$ cat src/rtl/serial_fsub.sv
// Bit-serial ripple-borrow subtractor: diff = a - b - bin, LSB first.
// Ports: clk, rst (async, active-high), start/a/b/bin in; busy/done/diff/bout out.
// Optional: define SERIAL_FSUB_OVF_EN to add the ovf (signed overflow) output.
module serial_fsub #(
  parameter int WIDTH = 8
) (
  input  logic             clk,
  input  logic             rst,
  input  logic             start,
  input  logic [WIDTH-1:0] a,
  input  logic [WIDTH-1:0] b,
  input  logic             bin,
  output logic             busy,
  output logic             done,
  output logic [WIDTH-1:0] diff,
`ifdef SERIAL_FSUB_OVF_EN
  output logic             ovf,
`endif
  output logic             bout
);

  localparam int CNT_W = $clog2(WIDTH);

  typedef enum logic [1:0] {
    S_IDLE,
    S_RUN,
    S_DONE
  } state_t;

  state_t           r_state;
  logic [WIDTH-1:0] r_sa;
  logic [WIDTH-1:0] r_sb;
  logic [WIDTH-1:0] r_res;
  logic [CNT_W-1:0] r_cnt;
  logic             r_br;
  logic             r_bout;
  logic             r_busy;
  logic             r_done;
`ifdef SERIAL_FSUB_OVF_EN
  logic             r_ovf;
`endif

  logic w_x;
  logic w_y;
  logic w_d;
  logic w_br_nx;
  logic w_last;

  // Full-subtractor cell on the current LSBs.
  assign w_x     = r_sa[0];
  assign w_y     = r_sb[0];
  assign w_d     = w_x ^ w_y ^ r_br;
  assign w_br_nx = (~w_x & w_y) | (~(w_x ^ w_y) & r_br);
  assign w_last  = (r_cnt == CNT_W'(WIDTH - 1));

  always_ff @(posedge clk or posedge rst) begin
    if (rst) begin
      r_state <= S_IDLE;
      r_sa    <= '0;
      r_sb    <= '0;
      r_res   <= '0;
      r_cnt   <= '0;
      r_br    <= 1'b0;
      r_bout  <= 1'b0;
      r_busy  <= 1'b0;
      r_done  <= 1'b0;
`ifdef SERIAL_FSUB_OVF_EN
      r_ovf   <= 1'b0;
`endif
    end else begin
      case (r_state)
        S_IDLE: begin
          if (start) begin
            r_sa    <= a;
            r_sb    <= b;
            r_br    <= bin;
            r_cnt   <= '0;
            r_busy  <= 1'b1;
            r_state <= S_RUN;
          end
        end
        S_RUN: begin
          r_sa  <= r_sa >> 1;
          r_sb  <= r_sb >> 1;
          r_br  <= w_br_nx;
          r_res <= {w_d, r_res[WIDTH-1:1]};
          r_cnt <= r_cnt + 1'b1;
          if (w_last) begin
            r_state <= S_DONE;
            r_busy  <= 1'b0;
            r_done  <= 1'b1;
            r_bout  <= w_br_nx;
`ifdef SERIAL_FSUB_OVF_EN
            // On the last bit w_x/w_y are the operand sign bits
            // and w_d is the result sign bit.
            r_ovf   <= (w_x ^ w_y) & (w_d ^ w_x);
`endif
          end
        end
        S_DONE: begin
          r_done  <= 1'b0;
          r_state <= S_IDLE;
        end
        default: begin
          r_state <= S_IDLE;
        end
      endcase
    end
  end

  assign busy = r_busy;
  assign done = r_done;
  assign diff = r_res;
  assign bout = r_bout;
`ifdef SERIAL_FSUB_OVF_EN
  assign ovf  = r_ovf;
`endif

endmodule

$ cat config.mk
export PLATFORM = sky130hd
export DESIGN_NAME = serial_fsub
export DESIGN_NICKNAME = d
export VERILOG_FILES = /design/src/rtl/serial_fsub.sv
export SDC_FILE = /design/constraint.sdc
export NUM_CORES = 1
export LEC_CHECK = 0
export CAP_MARGIN = 30
export CORE_MARGIN = 2
export CORE_UTILIZATION = 50
export CTS_CLUSTER_SIZE = 12
export DETAILED_ROUTE_END_ITERATION = 8
export DONT_BUFFER_PORTS = 1
export PLACE_DENSITY = 0.66
export SLEW_MARGIN = 10
export SYNTH_ARGS = -nofsm -noshare
export SYNTH_HDL_FRONTEND = slang
export SYNTH_SLANG_ARGS = --single-unit
export TNS_END_PERCENT = 5
$ cat constraint.sdc
create_clock -name clk -period 1.6 [get_ports clk]
set_clock_uncertainty 0.2 [all_clocks]
set_input_delay 0.32 -clock clk [delete_from_list [all_inputs] [get_ports clk]]
set_output_delay 0.32 -clock clk [all_outputs]
set_load 0.02 [all_outputs]
Word-level counts from Yosys, hierarchy flattened:

Cells that the tools add are included.

* bits of input ports: 20
* register bits after elaboration: 33
* output and inout bits: 11
* logic and storage cells: 46

* muxes and demuxes: 16
* bitwise operators: 7
* add/sub/neg operators: 1
* reductions and logical operators: 8
* equality and inequality tests: 5

Operators by type and width (count)
* $pmux 8 s2: 2
* $mux 8: 2
* $reduce_and 2->1: 4
* $pmux 1 s2: 3
* $pmux 3 s2: 1
* $mux 1: 4
* $mux 2: 2
* $ne 2x2->1 const B: 2
* $pmux 2 s2: 1
* $reduce_bool 2->1: 2
* $add 3x1->3 const B: 1
* $eq 3x3->1 const B: 1
* $mux 3: 1
* $reduce_and 3->1: 1
* $and 1x1->1: 2
* $eq 2x1->1 const B: 1
* $eq 2x2->1 const B: 1
* $logic_not 2->1: 1
* $not 1->1: 2
* $xor 1x1->1: 2
* $or 1x1->1: 1

Longest topological paths before layout:

Gate-level depths: netlist of the first run.

* word-level depth: 5
* gate-level depth with buffers: 5
* gate-level depth less buffers: 5

Worst setup path before layout of the first run:

No wires, ideal clock.

* path type: register -> register
* from: register r_sa[0]
* to: register r_res[7] (netlist: diff[7])
* clock period less this slack: 1.411 ns
* arrival: 1.086 ns
* stages on the path, launching flop included: 3
* slack: 0.189 ns
* data required time: 1.275 ns
* setup time: 0.125 ns
* buffers on the path: 0
* path through: dfrtp_1 fa_1 mux2_2

* longest elaborated chain between the ends: 2

Ends and longest elaborated chain
* from (decl): RTL line 31 `logic [WIDTH-1:0] r_sa;`
* from (signal assigned): RTL line 83 `r_sa <= r_sa >> 1;`
* $xor 1x1->1 (2 in a row): RTL line 52 `assign w_d = w_x ^ w_y ^ r_br;`
* via w_d: RTL line 45 `logic w_d;`
* to (signal assigned): RTL line 86 `r_res <= {w_d, r_res[WIDTH-1:1]};`
* to (decl): RTL line 33 `logic [WIDTH-1:0] r_res;`

The timed path passes the listed nets, and every way through them passes these cells.
A chain may end at the register's enable or synchronous reset.

Worst setup path in the final report of the first run:

* from: register r_state[1]
* to: register r_res[4] (netlist: diff[4])

* longest elaborated chain between the ends: 1

Ends and longest elaborated chain
* from (decl): RTL line 30 `state_t r_state;`
* from (signal assigned): RTL line 58 `r_state <= S_IDLE;`
* from (signal assigned): RTL line 79 `r_state <= S_RUN;`
* from (signal assigned): RTL line 89 `r_state <= S_DONE;`
* $eq 2x1->1: RTL line 71 `case (r_state)`

Every way passes these cells.

==> results.toml, run 1 <==
[outcome]
outcome = "finished, final reports clean"

[worst_setup_path]
r2r-start = "r_state[1]"
required_ns = 1.62
startpoint = "r_state[1]"
worst-setup-path-type = "reg2reg"
worst_ep_arrival_time_ns = 1.55
startpoint_type = "flop"
worstSetupEndpointType = "flop"
critPathMaxFanout = 14

[placed_design]
dp.cells = 153
hpwl_um = 1893
portBuffers = 0
place_congestion = 0.7032

[timing]
worst_pin_slew_ns = 0.4053
setup_viol = 0
rsz0062_at_grt = "no"
slew_violations = 0
hold-worst-slack_ns = 0.006920
layout_min_cycle_time_ns = 1.525
max_freq_mhz = 655.7
slew_headroom_pct = 72.98
hold_viol = 0
layout_worst_path_cycle_share_pct = 95.31
setup-tns-final_ns = 0

[global_routing]
gr-total-overflow = 0
grt_max_degree = 34
grt_usage_pct = 18.79
antenna_found_initial = 0
grt_pass1_wl_um = 4643
grt_pass1_vias = 1053

[power_and_ir_drop]
peakVddDrop_mv = 1.433
p_leak_nw = 0.7381
p_sw_mw = 1.245
clkPwrFrac_pct = 13.7
powerDensity_mw_per_mm2 = 1969
combPwrFrac_pct = 35.3
switching_share_pct = 38.17
finalPower_mw = 3.263
seqPwrFrac_pct = 51.0
power.internal_mw = 2.017

[synthesis]
synth_nets = 145
ys_seq_area_share_pct = 58.00
syn_avg_cell_area_um2 = 11.77
synth.distinct_cells = 28
netlist_area_mm2 = 0.001424
yosys_warnings = 0
synth-seq-cells = 33
synthCells = 121

[clocking]
clock_latency_ns = 0.33
ctsHtreeMaxLevel = 2
cts_tree = "yes"
post_cts_buffers = 0
cts_buffers = 5
clk_pin_slew_worst_paths_ns = 0.11
clockBufferDepth = 2
cts_sinks = 33
root_buffer = "clkbuf_4"

[flow_run]
maxCapViolCount = 0

[cells_and_area]
nNetsFinal = 166
instances_no_fill = 174
antenna_cells = 0
drive_gt1_share_pct = 18.88
syn2layout_area_growth_pct = 16.34
num-fill-cells = 246

[routing]
drt_first_iter_violations = 19
ant_nets = 0
wl_um = 2730
drc = 0
viasPerCell = 5.782
dr.pass1.iters = 6
num_vias = 1006
routedWlPerCell_um = 15.69

[die]
ios = 31
initial_utilization_pct = 52.08
die_area_mm2 = 0.003291
fp.dieW_um = 57.37
die_h_um = 57.37
rows = 19
coreArea_mm2 = 0.002734

[hold_path]
hp-class = "in2reg"
min_from = "start"
[final cells by class]
type / instances / area [µm²] / share of cell area [%]
timing repair buffer: 20 / 182.7 / 11.03
inverter: 6 / 22.52 / 1.360
tap: 31 / 38.79 / 2.341
clock buffer: 5 / 37.54 / 2.266
clock inverter: 3 / 17.52 / 1.057
sequential: 33 / 825.8 / 49.85
multi-input combinational: 76 / 531.8 / 32.10
[state kept, by name, summed over array words and instances, names as in the netlist]
name	count
bout	1
busy	1
diff	8
done	1
r_br	1
r_cnt	3
r_sa	8
r_sb	8
r_state	2
[power groups by stage]
stage | Sequential, mW | Combinational [mW] | Clock [mW]
after floorplan | 1.61 | 0.979 | 0
after global placement | 1.67 | 1.09 | 0
after detailed placement | 1.69 | 1.14 | 0
after CTS | 1.67 | 1.17 | 0.466
after global routing | 1.72 | 1.33 | 0.510
final | 1.66 | 1.15 | 0.447
[per-stage QoR]
stage	utilization (%)	setup slack, ns	instance area [µm²]
floorplan	-	0.1893	1424
global placement	53.82	0.1448	1471
detailed placement	53.82	0.09536	1471
CTS	60.60	0.07036	1657
global route	60.60	0.01230	1657
finish	60.60	0.07497	1657
[timing repair]
item	CTS	global route
endpoints found under the hold margin	46	0
gates resized for setup	0	0
hold buffers	13	0
[layout by cell type (no fill, tap or decap), drive strengths merged]
| master | n |
|---|---|
| ha | 3 |
| clkinv | 2 |
| clkinvlp | 1 |
| nand3b | 2 |
| o21bai | 1 |
| nor2 | 12 |
| dfrtp | 33 |
| a222oi | 1 |
| a21oi | 14 |
| clkbuf | 5 |
| nor2b | 2 |
| mux2 | 8 |
| and3 | 1 |
| o22ai | 12 |
| a22o | 4 |
| nand2 | 2 |
| nand2b | 2 |
| and2 | 1 |
| a31oi | 1 |
| buf | 7 |
| a22oi | 1 |
| o21ba | 1 |
| o221a | 2 |
| inv | 6 |
| o21ai | 4 |
| or2b | 1 |
| fa | 1 |
| dlygate4sd3 | 13 |
[worst max-delay path: stages (launching register included)]
cell and delay [ns]:
dfrtp_1 0.47, nor2b_4 0.35, mux2_2 0.39
[routing by layer]
metal  GRT usage [%]  part of all wire, %
met1           22.50                   43
met2           31.01                   48
met3           7.483                  7.0
met4           5.980                  1.4
met5               0                    0
[worst paths after layout]
path | end | slack (ns) | cells past startpoint
min in group asynchronous | r_br | 0.31 | 3
worst max-delay path | diff[4] | 0.07 | 2
worst max register to register | diff[4] | 0.07 | 2
worst min register to register | r_cnt[1] | 0.32 | 1
worst min-delay path | busy | 0.007 | 2
max in group asynchronous | r_state[0] | 0.59 | 3
[kinds of logic (layout without fill, tap and decap cells)]
group                    count (synthesis)  after routing  share of synthesized area [%]
flip-flops                              33             33                          58.00
buffers and inverters                   12             34                          4.657
multiplexers                             8              8                          6.327
adder cells (fa/ha/maj)                  4              4                          4.043
AO/OA/AOI/OAI                           41             41                          18.54
AND/OR/NAND/NOR                         23             23                          8.436
[cells in the mapped netlist, drive strengths merged]
cell type	instances	area share, %
a21oi	14	4.9
a222oi	1	0.70
a22o	4	2.5
a22oi	1	0.53
a31oi	1	0.44
and2	1	0.44
and3	1	0.44
buf	5	2.8
clkbuf	1	0.26
dfrtp	33	58
fa	1	1.4
ha	3	2.6
inv	6	1.6
mux2	8	6.3
nand2	2	0.53
nand2b	2	0.88
nand3b	2	1.1
nor2	12	3.2
nor2b	2	1.4
o21ai	4	1.4
o21ba	1	0.70
o21bai	1	0.53
o221a	2	1.6
o22ai	12	5.3
or2b	1	0.53
No activity file was read; power rests on OpenSTA's default activity.
==> run 2, diff against run 1 <==
--- a/config.mk
+++ b/config.mk
@@ -5,6 +5,7 @@
 export SDC_FILE = /design/constraint.sdc
 export NUM_CORES = 1
 export LEC_CHECK = 0
+export ABC_CLOCK_PERIOD_IN_PS = 1600
 export CAP_MARGIN = 30
 export CORE_MARGIN = 2
 export CORE_UTILIZATION = 50
@@ -12,6 +13,7 @@
 export DETAILED_ROUTE_END_ITERATION = 8
 export DONT_BUFFER_PORTS = 1
 export PLACE_DENSITY = 0.66
+export REMOVE_ABC_BUFFERS = 1
 export SLEW_MARGIN = 10
 export SYNTH_ARGS = -nofsm -noshare
 export SYNTH_HDL_FRONTEND = slang
==> results.toml, run 2 (synthesized netlist as in run 1, its figures left out) <==
[die]
ios = 31
coreArea_mm2 = 0.002734
die_area_mm2 = 0.003291
die_h_um = 57.37
fp.dieW_um = 57.37
initial_utilization_pct = 52.08
rows = 19

[clocking]
cts_buffers = 5
cts_tree = "yes"
root_buffer = "clkbuf_4"
clk_pin_slew_worst_paths_ns = 0.10
cts_sinks = 33
clock_latency_ns = 0.33
clockBufferDepth = 2
ctsHtreeMaxLevel = 2

[cells_and_area]
antenna_cells = 0
drive_gt1_share_pct = 18.62
nNetsFinal = 168
num-fill-cells = 221
instances_no_fill = 176
syn2layout_area_growth_pct = 21.97
layout_common_cells = "dfrtp_1 (33), dlygate4sd3_1 (15), a21oi_1 (14)"
layout_commonest_cell = "dfrtp_1"

[worst_setup_path]
critPathMaxFanout = 14
slowest_delay_ns = 0.47
startpoint_type = "flop"
worstSetupEndpointType = "flop"
path_cells = "nor2b_4, mux2_2"
cp_slowest_cell = "dfrtp_1"
worst_ep_arrival_time_ns = 1.53
required_ns = 1.62
worst-setup-path-type = "reg2reg"

[placed_design]
dp.cells = 153
portBuffers = 0
place_congestion = 0.7061
hpwl_um = 1867

[routing]
dr.pass1.iters = 4
routedWlPerCell_um = 15.54
drc = 0
viasPerCell = 5.744
num_vias = 1011
drt_first_iter_violations = 50
wl_um = 2735
ant_nets = 0

[global_routing]
grt_max_degree = 34
grt_pass1_wl_um = 4754
gr-total-overflow = 0
antenna_found_initial = 0
grt_pass1_vias = 1065
grt_usage_pct = 19.26

[hold_path]
hp-class = "in2reg"

[timing]
rsz0062_at_grt = "no"
max_freq_mhz = 664.5
layout_worst_path_cycle_share_pct = 94.05
slew_violations = 0
worst_pin_slew_ns = 0.4047
layout_min_cycle_time_ns = 1.505
slew_headroom_pct = 73.02
hold_viol = 0
setup_viol = 0
setup-tns-final_ns = 0

[power_and_ir_drop]
powerDensity_mw_per_mm2 = 2079
peakVddDrop_mv = 1.462
p_leak_nw = 0.7766

[flow_run]
maxCapViolCount = 0

[outcome]
outcome = "finished, final reports clean"
run 2: cell types whose count changed in the layout (fill, tap and decap cells not counted), sizes merged:
cell         previous run  this run
bufinv                  0         2
dlygate4sd3            13        15
clkinv                  2         1
clkinvlp                1         0
run 2: area by class of cell:
class | instances | area [µm²] | share of cell area [%]
multi-input combinational | 76 | 531.8 | 30.62
sequential | 33 | 825.8 | 47.55
clock buffer | 5 | 37.54 | 2.161
inverter | 6 | 22.52 | 1.297
tap | 31 | 38.79 | 2.233
clock inverter | 3 | 65.06 | 3.746
timing repair buffer | 22 | 215.2 | 12.39
run 2: final timing paths:
kind                             from       end  slack (ns)  cells past startpoint
max in group asynchronous         rst  r_cnt[1]        0.60                      3
min                              a[0]   r_sa[0]        0.02                      2
max                        r_state[1]   diff[2]         0.1                      2
min in group asynchronous         rst   r_sa[1]        0.30                      3
max reg2reg                r_state[1]   diff[2]         0.1                      2
min reg2reg                   r_sb[7]   r_sb[7]        0.33                      1
run 2: power by group:
group | leakage, nW | internal [mW] | switching (mW)
Clock | 0.0552 | 0.484 | 0.283
Combinational | 0.337 | 0.635 | 0.542
Sequential | 0.385 | 1.23 | 0.434
run 2: repair_timing:
action / 4_1_cts / 5_1_grt
hold buffers: 15 / 0
gates resized for setup: 0 / 0
buffers inserted: 0 / 0
setup endpoints to repair: 0 / 0
hold endpoints to repair: 48 / 0
run 2: metal layers:
layer	vias to the layer above	share of wire (%)	global-route usage (%)
met1	500	45	24.89
met2	21	48	28.73
met5	-	0	0
met4	0	1.0	5.980
li1	485	-	-
met3	5	5.6	9.297
run 2: worst max-delay path: cells and delay by family, from the launching register on:
kind / cells / cell delay (ns)
DFF: 1 / 0.47
muxes: 1 / 0.38
and+or+nand+nor: 1 / 0.35
run 2: metrics by stage:
stage	hold WS [ns]	instance area (µm²)	power, mW	setup WS (ns)	utilization (%)
after floorplan	0.2489	1380	2.503	0.1700	-
after global placement	0.1198	1484	2.777	0.1436	54.28
after detailed placement	0.1218	1484	2.837	0.1131	54.28
after CTS	0.005923	1737	3.646	0.1002	63.52
after global routing	0.001554	1737	3.891	0.001742	63.52
final	0.01549	1737	3.611	0.09518	63.52
==> run 3, diff against run 2 <==
--- a/config.mk
+++ b/config.mk
@@ -7,12 +7,14 @@
 export LEC_CHECK = 0
 export ABC_CLOCK_PERIOD_IN_PS = 1600
 export CAP_MARGIN = 30
-export CORE_MARGIN = 2
-export CORE_UTILIZATION = 50
+export CELL_PAD_IN_SITES_DETAIL_PLACEMENT = 0
+export CELL_PAD_IN_SITES_GLOBAL_PLACEMENT = 2
+export CORE_MARGIN = 10
+export CORE_UTILIZATION = 39
 export CTS_CLUSTER_SIZE = 12
 export DETAILED_ROUTE_END_ITERATION = 8
 export DONT_BUFFER_PORTS = 1
-export PLACE_DENSITY = 0.66
+export PLACE_DENSITY = 0.77
 export REMOVE_ABC_BUFFERS = 1
 export SLEW_MARGIN = 10
 export SYNTH_ARGS = -nofsm -noshare
==> results.toml, run 3 (synthesized netlist as in run 1, its figures left out) <==
[flow_run]
maxCapViolCount = 0

[global_routing]
grt_usage_pct = 10.49
gr-total-overflow = 0
grt_pass1_wl_um = 5230
grt_pass1_vias = 1050
grt_max_degree = 34
antenna_found_initial = 0

[power_and_ir_drop]
peakVddDrop_mv = 1.050
finalPower_mw = 3.754
powerDensity_mw_per_mm2 = 2212
p_leak_nw = 0.7543

[worst_setup_path]
reg2regPathDepth = 3
startpoint = "r_state[0]"
critPathCapture = "r_sb[3]"
worstSetupEndpointType = "flop"
worst_ep_arrival_time_ns = 1.45
required_ns = 1.58
r2r-start = "r_state[0]"
r2r-end = "r_sb[3]"
reg2reg_slack_ns = 0.13
worst-setup-path-type = "reg2reg"
startpoint_type = "flop"
critPathMaxFanout = 13

[timing]
worst_slack_ns = 0.1261
max_freq_mhz = 678.5
hold-worst-slack_ns = 0.03985
rsz0062_at_grt = "no"
slew_headroom_pct = 72.09
slew_violations = 0
worst_pin_slew_ns = 0.4186
layout_min_cycle_time_ns = 1.474
layout_worst_path_cycle_share_pct = 92.12
hold_viol = 0
setup_viol = 0
setup-tns-final_ns = 0

[routing]
num_vias = 990
dr_wl_met2_um = 1485
routed-wl-met3_um = 325
routedWlPerCell_um = 16.86
drc = 0
wl_um = 3103
ant_nets = 0
m1WireLength_um = 1243
top_layer = "met4"
drt_first_iter_violations = 54
dr.pass1.iters = 4
viasPerCell = 5.380

[outcome]
outcome = "finished, final reports clean"

[placed_design]
dpl-instance-area_mm2 = 0.001510
portBuffers = 0
pre_cts_slack_ns = 0.04088
hpwl_um = 2222
place_congestion = 0.7116

[die]
fp.dieW_um = 80.42
coreArea_mm2 = 0.003442
ios = 31
die_area_mm2 = 0.006467
initial_utilization_pct = 41.37
rows = 21
die_h_um = 80.42

[cells_and_area]
drive_gt1_share_pct = 24.64
layout_commonest_cell = "dfrtp_1"
fin_area_mm2 = 0.001697
layout_common_cells = "dfrtp_1 (31), a21oi_1 (14), o22ai_1 (12), nor2_1 (12), buf_4 (10)"
antenna_cells = 0
syn2layout_area_growth_pct = 19.16
nNetsFinal = 161
num-fill-cells = 331

[clocking]
clockBufferDepth = 2
clock_latency_ns = 0.29
cts_sinks = 33
cts_tree = "yes"
ctsHtreeMaxLevel = 2
root_buffer = "clkbuf_8"
cts_buffers = 5
clk_pin_slew_worst_paths_ns = 0.07

[hold_path]
hp-class = "in2reg"
==> run 3: cell types whose count changed in the layout (fill, tap and decap cells not counted), moves of 2 or more <==
| cell | change |
|---|---|
| buf_4 | +4 |
| clkbuf_8 | +6 |
| dlygate4sd3_1 | -12 |
| clkbuf_4 | -5 |
| dfrtp_2 | +2 |
| dfrtp_1 | -2 |
==> run 3: worst min-delay path by stage <==
stage	start	to	slack, ns	cells after the start
final	a[4]	r_sa[4]	0.04	2
after global routing	b[4]	r_sb[4]	0.05	2
after CTS	a[4]	r_sa[4]	0.03	2
after detailed placement	rst	r_sb[2]	0.14	2
after global placement	rst	r_sb[1]	0.12	2
after floorplan	rst	bout	0.25	1
==> run 3: area by class of cell <==
class	instances	area, µm²	area share (%)
Clock inverter	1	30.03	1.770
Inverter	6	22.52	1.327
Multi-Input combinational cell	76	534.3	31.49
Timing Repair Buffer	15	137.6	8.112
Tap cell	46	57.56	3.392
Clock buffer	7	86.33	5.088
Sequential cell	33	828.3	48.82
==> run 3: what timing repair did <==
action	CTS	global route
hold buffers	3	0
resized for setup	0	4
buffers inserted	0	4
setup endpoints to repair	0	10
endpoints found under the hold margin	35	0
==> run 3: metal layers <==
metal | vias to the layer above | track usage (%)
met1 | 492 | 11.21
met2 | 26 | 16.08
met3 | 6 | 6.793
met4 | 0 | 4.225
met5 | - | 0
li1 | 466 | -
==> run 3: report_power, final <==
part           internal (mW)  leakage (nW)  switching [mW]
Sequential              1.24         0.382           0.447
Combinational          0.710         0.313           0.550
Clock                  0.508        0.0585           0.300
Total                   2.46         0.754            1.30
==> run 3: critical path, stage by stage (launching register included) <==
cell,delay [ns]
dfrtp_2,0.44
buf_4,0.15
o21ba_2,0.30
o221a_2,0.27
==> run 3: through the flow <==
step / utilization (%) / cells
finish: 49.29 / 184
global route: 49.29 / 184
CTS: 48.13 / 180
detailed placement: 43.88 / 169
global placement: 43.88 / 169
floorplan: - / 115
==> patch: new RTL, settings of run 3 <==
Register the inputs `start`, `a`, `b` and `bin` before use, with the module's reset. The logic sees them one clock later.
--- a/src/rtl/serial_fsub.sv
+++ b/src/rtl/serial_fsub.sv
@@ -26,6 +26,25 @@
     S_RUN,
     S_DONE
   } state_t;
+
+  logic start_q;
+  logic [WIDTH-1:0] a_q;
+  logic [WIDTH-1:0] b_q;
+  logic bin_q;
+
+  always_ff @(posedge clk or posedge rst) begin
+    if (rst) begin
+      start_q <= '0;
+      a_q     <= '0;
+      b_q     <= '0;
+      bin_q   <= '0;
+    end else begin
+      start_q <= start;
+      a_q     <= a;
+      b_q     <= b;
+      bin_q   <= bin;
+    end
+  end
 
   state_t           r_state;
   logic [WIDTH-1:0] r_sa;
@@ -70,10 +89,10 @@
     end else begin
       case (r_state)
         S_IDLE: begin
-          if (start) begin
-            r_sa    <= a;
-            r_sb    <= b;
-            r_br    <= bin;
+          if (start_q) begin
+            r_sa    <= a_q;
+            r_sb    <= b_q;
+            r_br    <= bin_q;
             r_cnt   <= '0;
             r_busy  <= 1'b1;
             r_state <= S_RUN;
Check against the original RTL: not equivalent (Yosys sat finds a counterexample within 4 cycles, from zero or initial values and one cycle with rst high).
==> patch against run 3 <==
- count of clock-buffer cells in the layout down 2
- routed wire length up 25%
- area after synthesis is 37% higher
- setup slack gained 12 ps
- synthesized cell count grew 39%
- sequential cell count up 18
- cell area increased by 36%
- total power up 6.7%
- clock power shrank 11%
==> patch: results (changes against run 3) <==
- Result of the run: finished clean (unchanged).
- The first-pass detailed-route iteration total is 4 (unchanged).
- The starting DRC count in detailed routing is 67 (was 54).
- The share of cell area taken by muxes after synthesis is 0% (was 6.33%).
- The layout cell share with drive strength beyond 1 is 10.5% (was 24.6%).
- The synthesized netlist cell count is 168 (was 121).
- The met1 capacity usage during global routing is 11.0% (was 11.2%).
- The initial antenna violation count is 0 (unchanged).
- The worst-skew pair later-pin latency is 300 ps.
- The number of distinct standard cells referenced by the synthesized netlist is 26 (was 28).
- The xor/xnor share of the synthesized area is 0% (unchanged).
- The via count of the routed design is 1356 (was 990).
- The final net count came to 214 (was 161).
- The static power due to leakage is 1.01 nW (was 0.754 nW).
- The highest metal layer used by the detailed router is met4 (unchanged).
- The total detailed-routing wirelength is 3870 um (was 3100 um).
- Ranking of synthesized cells by area: sky130_fd_sc_hd__dfrtp_1, sky130_fd_sc_hd__o22ai_1, sky130_fd_sc_hd__nand2_1, sky130_fd_sc_hd__a21oi_1, sky130_fd_sc_hd__o21ai_0 (was sky130_fd_sc_hd__dfrtp_1, sky130_fd_sc_hd__mux2_2, sky130_fd_sc_hd__o22ai_1, sky130_fd_sc_hd__a21oi_1, sky130_fd_sc_hd__nor2_1).
- The cell count after placement came to 231 (was 169).
- The count of H-tree levels built during CTS was 2 (unchanged).
- The worst supply voltage drop on vdd is 0.847 mV (was 1.05 mV).
- The detailed placer's ending HPWL is 2670 um (was 2220 um).
- The maximum fanout along the worst path is 14 (was 13).
- The share of synthesized cell area in full adder, half adder and majority cells was 2.95% (was 4.04%).
- The clock root buffer is sky130_fd_sc_hd__clkbuf_8 (unchanged).
- The wire length the detailed router placed on met1 is 1700 um (was 1240 um).
- The total global routing track utilization is 9.78% (was 10.5%).
- The maximum number of pins on one net before global-route repair is 52 (was 34).
- The placer's final routability congestion estimate is 0.716 (was 0.712).
- The detailed-routed wire length on met3 is 269 um (was 325 um).
- The share of synthesized registers carrying an async set or reset is 100% (unchanged).
- The wire length of the first global-routing pass was 6600 um (was 5230 um).
- The path type of the worst min-delay path was in2async (was in2reg).
- The global routing met2 resource utilization is 15.5% (was 16.1%).
- List of most frequent post-synthesis cells: sky130_fd_sc_hd__dfrtp_1, sky130_fd_sc_hd__nand2_1, sky130_fd_sc_hd__o22ai_1, sky130_fd_sc_hd__a21oi_1, sky130_fd_sc_hd__o21ai_0 (was sky130_fd_sc_hd__dfrtp_1, sky130_fd_sc_hd__a21oi_1, sky130_fd_sc_hd__nor2_1, sky130_fd_sc_hd__o22ai_1, sky130_fd_sc_hd__mux2_2).
- The number of filler cells placed in the layout was 436 (was 331).
- The average detailed-routed wire length per instance was 15.0 um (was 16.9 um).
- The relative slew slack is 65.5% (was 72.1%).
- The compound-gate portion of the synthesized area is 18.4% (was 18.5%).
- The endpoint arrival time on the critical path is 1450 ps (about the same).
- The clock-pin transition on the worst setup and hold timing paths is 90 ps (was 70 ps).
- The met3 track demand over resource in global routing is 4.24% (was 6.79%).
- The sequential element share of the synthesized area is 65.3% (was 58.0%).
- The met2 wire length came to 1820 um (was 1490 um).
-- patch: critical path, stage by stage (launching register included) --
cell and delay (ps):
sky130_fd_sc_hd__dfrtp_1 450, sky130_fd_sc_hd__nand2b_2 340, sky130_fd_sc_hd__o31ai_1 300, sky130_fd_sc_hd__a221oi_2 60
-- patch: kinds of logic after synthesis --
logic type / count (synthesis)
buf+inv: 16
compound gates: 59
flops: 51
fa+ha+maj: 4
simple gates: 38
-- patch: what timing repair did --
action | CTS | global route
hold buffers | 19 | 0
endpoints found under the hold margin | 69 | 0
resized for setup | 0 | 0
-- patch: layout make-up --
type / instances / area, sq um / share of cell area [%]
clock inverter: 3 / 20.0 / 0.867
inverter: 6 / 22.5 / 0.975
multi-input combinational: 101 / 591 / 25.6
tap: 67 / 83.8 / 3.63
timing repair buffer: 25 / 248 / 10.7
clock buffer: 5 / 68.8 / 2.98
sequential: 51 / 1280 / 55.3
-- patch: worst paths after layout --
kind	from	endpoint	slack (ps)	cells after the start
max in group asynchronous	rst	start_q	670	3
max	r_state[1]	r_br	140	3
max reg2reg	r_state[1]	r_br	140	3
min in group clk	r_sa[7]	r_sa[6]	310	2
min	rst	r_sa[7]	300	3
min reg2reg	r_sa[7]	r_sa[6]	310	2
-- patch: through the flow --
stage | setup slack, ps | util (%) | setup TNS (ps)
3_5_place_dp | 117 | 42.4 | 0
2_1_floorplan | -150 | - | -7630
5_1_grt | 27.0 | 48.3 | 0
3_3_place_gp | 176 | 42.4 | 0
6_report | 138 | 48.3 | 0
4_1_cts | 116 | 48.3 | 0
-- patch: power breakdown --
part / switching (mW) / internal, mW
sequential: 0.469 / 1.68
combinational: 0.632 / 0.505
clock: 0.414 / 0.304
